==> src/rtl/shift_sched_pkg.sv <==
// Shared types and constants for the shift_sched scheduler and its shifter.
package shift_sched_pkg;

  localparam int DATA_W = 8;
  localparam int AMT_W  = 3;

  typedef enum logic [1:0] {
    IDLE = 2'd0,
    EXEC = 2'd1,
    RESP = 2'd2
  } state_t;

  typedef logic req_id_t;

endpackage

==> src/rtl/shift_sched_barrelshifter.sv <==
// barrelshifter: combinational 8-bit rotate-left by 0..7.
module barrelshifter
  import shift_sched_pkg::*;
(
  input  logic [DATA_W-1:0] a,
  input  logic [AMT_W-1:0]  b,
  output logic [DATA_W-1:0] out
);

  logic [2*DATA_W-1:0] dbl_s;

  // Shifting a doubled copy left puts the rotated byte in the upper half.
  always_comb begin
    dbl_s = {a, a} << b;
    out   = dbl_s[2*DATA_W-1:DATA_W];
  end

endmodule

==> config.mk <==
export PLATFORM = sky130hd
export DESIGN_NAME = barrelshifter
export DESIGN_NICKNAME = d
export VERILOG_FILES = /design/src/rtl/shift_sched_pkg.sv /design/src/rtl/shift_sched_barrelshifter.sv
export SDC_FILE = /design/constraint.sdc
export NUM_CORES = 1
export LEC_CHECK = 0
export BUFFER_PORTS_ARGS = -buffer_cell sky130_fd_sc_hd__buf_2
export CAP_MARGIN = 20
export CELL_PAD_IN_SITES_DETAIL_PLACEMENT = 1
export CELL_PAD_IN_SITES_GLOBAL_PLACEMENT = 1
export CORE_AREA = 2 2 39 41
export DETAILED_ROUTE_END_ITERATION = 10
export DIE_AREA = 0 0 41 43
export PLACE_DENSITY_LB_ADDON = 0.12
export SLEW_MARGIN = 20
export SYNTH_ARGS = -nofsm -noshare
export SYNTH_HDL_FRONTEND = slang
export SYNTH_SLANG_ARGS = --single-unit
==> constraint.sdc <==
create_clock -name vclk -period 2.33
set_input_delay 0.466 -clock vclk [all_inputs]
set_output_delay 0.466 -clock vclk [all_outputs]
set_load 0.01 [all_outputs]
Yosys cells after proc, flatten, opt, wreduce, memory -nomap -nowiden:

Index checks and enable logic that the tools add are counted.

* register bits: 0
* output and inout port bits: 8
* word-level logic and storage cells: 1

* shift operators: 1

Operators with widths (count)
* $shl A16 B3 Y16: 1

Depth between registers and ports, before layout:

* depth after elaboration: 1
* gate-level depth with buffers: 3
* gate-level depth less buffers: 2

Least setup slack after synthesis:

OpenSTA, ideal clock, no wires.

* path type: in2out
* start point: input port b[2]
* end point: output port out[1]
* slack: 440 ps
* data arrival time: 1424 ps
* buffers on the path: 1
* required time: 1864 ps
* cell stages on the path: 3
* path through: buf_6 -> mux4_1 -> mux2_2

* word-level cells in the longest chain between the ends: 1

Ends and longest elaborated chain
* from (decl): RTL line shift_sched_barrelshifter.sv:6 `input logic [AMT_W-1:0] b,`
* $shl A16 B3 Y16: RTL line shift_sched_barrelshifter.sv:14 `dbl_s = {a, a} << b;`
* to (decl): RTL line shift_sched_barrelshifter.sv:7 `output logic [DATA_W-1:0] out`

Every way passes these cells.

Worst setup path in the final report:

* start point: input port b[2]
* end point: output port out[3]

The elaborated chain is that of the path after synthesis.

==> results.json <==
{
  "yosys_warnings": 0,
  "groute.usage.overall_pct": 9.63,
  "min_period_ps": 2180,
  "required_ps": 1860,
  "hold_buffers": 0,
  "row_count": 14,
  "p_per_area_nw_per_um2": 225,
  "seq_cell_count": 0,
  "drv_slew": 0,
  "firstDrtPassIters": 3,
  "power_w": 0.0000935,
  "grt_max_degree": 9,
  "cp_slowest_cell": "mux4_1",
  "start_util_pct": 23.6,
  "crit_fanout": 8,
  "synth_area_sq_um": 327,
  "status": "completed",
  "synth_nets": 30,
  "remaining_drc_errors": 0,
  "synthTopCellsByArea": "mux4_1 (64%), mux2_2 (28%), buf_6 (6.9%)",
  "vias": 271,
  "register_area_sq_um": 0,
  "grt.overflow.total": 0,
  "avgSynthCellArea_sq_um": 17.2,
  "io_pins": 19,
  "wl_per_cell_microns": 14.9,
  "n_clock_buffer": 0,
  "max_clock_freq_mhz": 458,
  "p_leak_nw": 0.190,
  "fillers": 163,
  "detail-route-antenna-nets": 0,
  "routabilityCongestion": 0.599,
  "post-route-period-util_pct": 93.6,
  "worst_path_largest_cell_delay_ps": 620,
  "via_per_inst": 5.31,
  "drt_iter0_markers": 3,
  "synth_area_leader_cell": "mux4_1",
  "ys_seq_area_share_pct": 0,
  "grt_pass1_wl_microns": 1250,
  "layout.nets": 48,
  "synth_top_area_share_pct": 64.4,
  "wirelength_microns": 758,
  "die_y_microns": 43,
  "multi_input_area_sq_um": 300,
  "grt_pass1_vias": 275,
  "chipWidth_microns": 41,
  "cts_setup_buffers": 0,
  "setup-violations-final": 0,
  "crit_path_cell_trace": "buf_2, mux4_1, mux2_2, buf_2",
  "die_area_sq_um": 1760,
  "drv_cap": 0,
  "coreArea_sq_um": 1380,
  "hold_violations": 0,
  "finalSetupTns_ps": 0,
  "tightest_slew_ps": 194,
  "syn-instance-count": 19,
  "cp-end-kind": "output pin",
  "hold_depth": 3,
  "slew_headroom_pct": 87.1,
  "hold_path_class": "in2out",
  "numPortBuffers": 19,
  "peakVddDrop_uv": 68.7,
  "cp_common_cell": "buf_2",
  "area_growth_pct": 27.2,
  "crit_path_start_kind": "input port",
  "diodes": 0,
  "worst-setup-path-type": "in2out",
  "drive_above_1_share_pct": 77.1,
  "yosysUniqueCellTypes": 4,
  "cts-resized-gates": 0,
  "rsz0062_at_grt": "false",
  "antenna_found_initial": 0,
  "cp.arrival_ps": 1720
}
-- stage by stage --
stage | std cells | util, % | setup WS (ps) | hold WS, ps | cell area [sq um]
6_report | 51 | 30.0 | 148 | 1400 | 415
3_3_place_gp | 51 | 30.0 | 187 | 1390 | 415
2_1_floorplan | 19 | - | 440 | 1300 | 327
3_5_place_dp | 51 | 30.0 | 139 | 1400 | 415
4_1_cts | 51 | 30.0 | 135 | 1400 | 415
5_1_grt | 51 | 30.0 | 93.5 | 1430 | 415
-- cell usage after synthesis --
| cell type | n |
|---|---|
| buf_1 | 1 |
| buf_6 | 2 |
| mux2_2 | 8 |
| mux4_1 | 8 |
-- final cells by class --
| cell class | count | area share [%] |
|---|---|---|
| Multi-Input combinational cell | 16 | 72.3 |
| Tap cell | 16 | 4.82 |
| Timing Repair Buffer | 19 | 22.9 |
-- logic make-up (layout without fill, tap and decap cells) --
logic type / count (synthesis) / count (layout) / synth area share, %
muxes: 16 / 16 / 92.0
buffers and inverters: 3 / 19 / 8.04
-- final timing paths --
check	from	end	slack, ps
worst max-delay path	b[2]	out[3]	150
worst min-delay path	b[0]	out[0]	1400
-- power by group --
| group | internal [W] | switching, W | leakage, nW |
|---|---|---|---|
| registers | 0 | 0 | 0 |
| clock network | 0 | 0 | 0 |
| logic | 0.0000531 | 0.0000403 | 0.190 |
| total | 0.0000531 | 0.0000403 | 0.190 |
-- layer usage --
metal / track usage (%) / vias up / share of wire [%]
li1: - / 126 / -
met5: 0 / - / 0
met2: 17.8 / 10 / 56
met3: 0 / 0 / 4.7
met1: 12.6 / 135 / 39
met4: 0 / 0 / 0
-- critical path: cells and delay by family --
kind / cells / cell delay (ps)
buffers and inverters: 2 / 340
multiplexers: 2 / 910
-- layout by cell type, fill, tap and decap left out --
master	n
mux2_2	8
buf_2	19
mux4_1	8
Note: power is estimated with default switching activity, not from simulation.
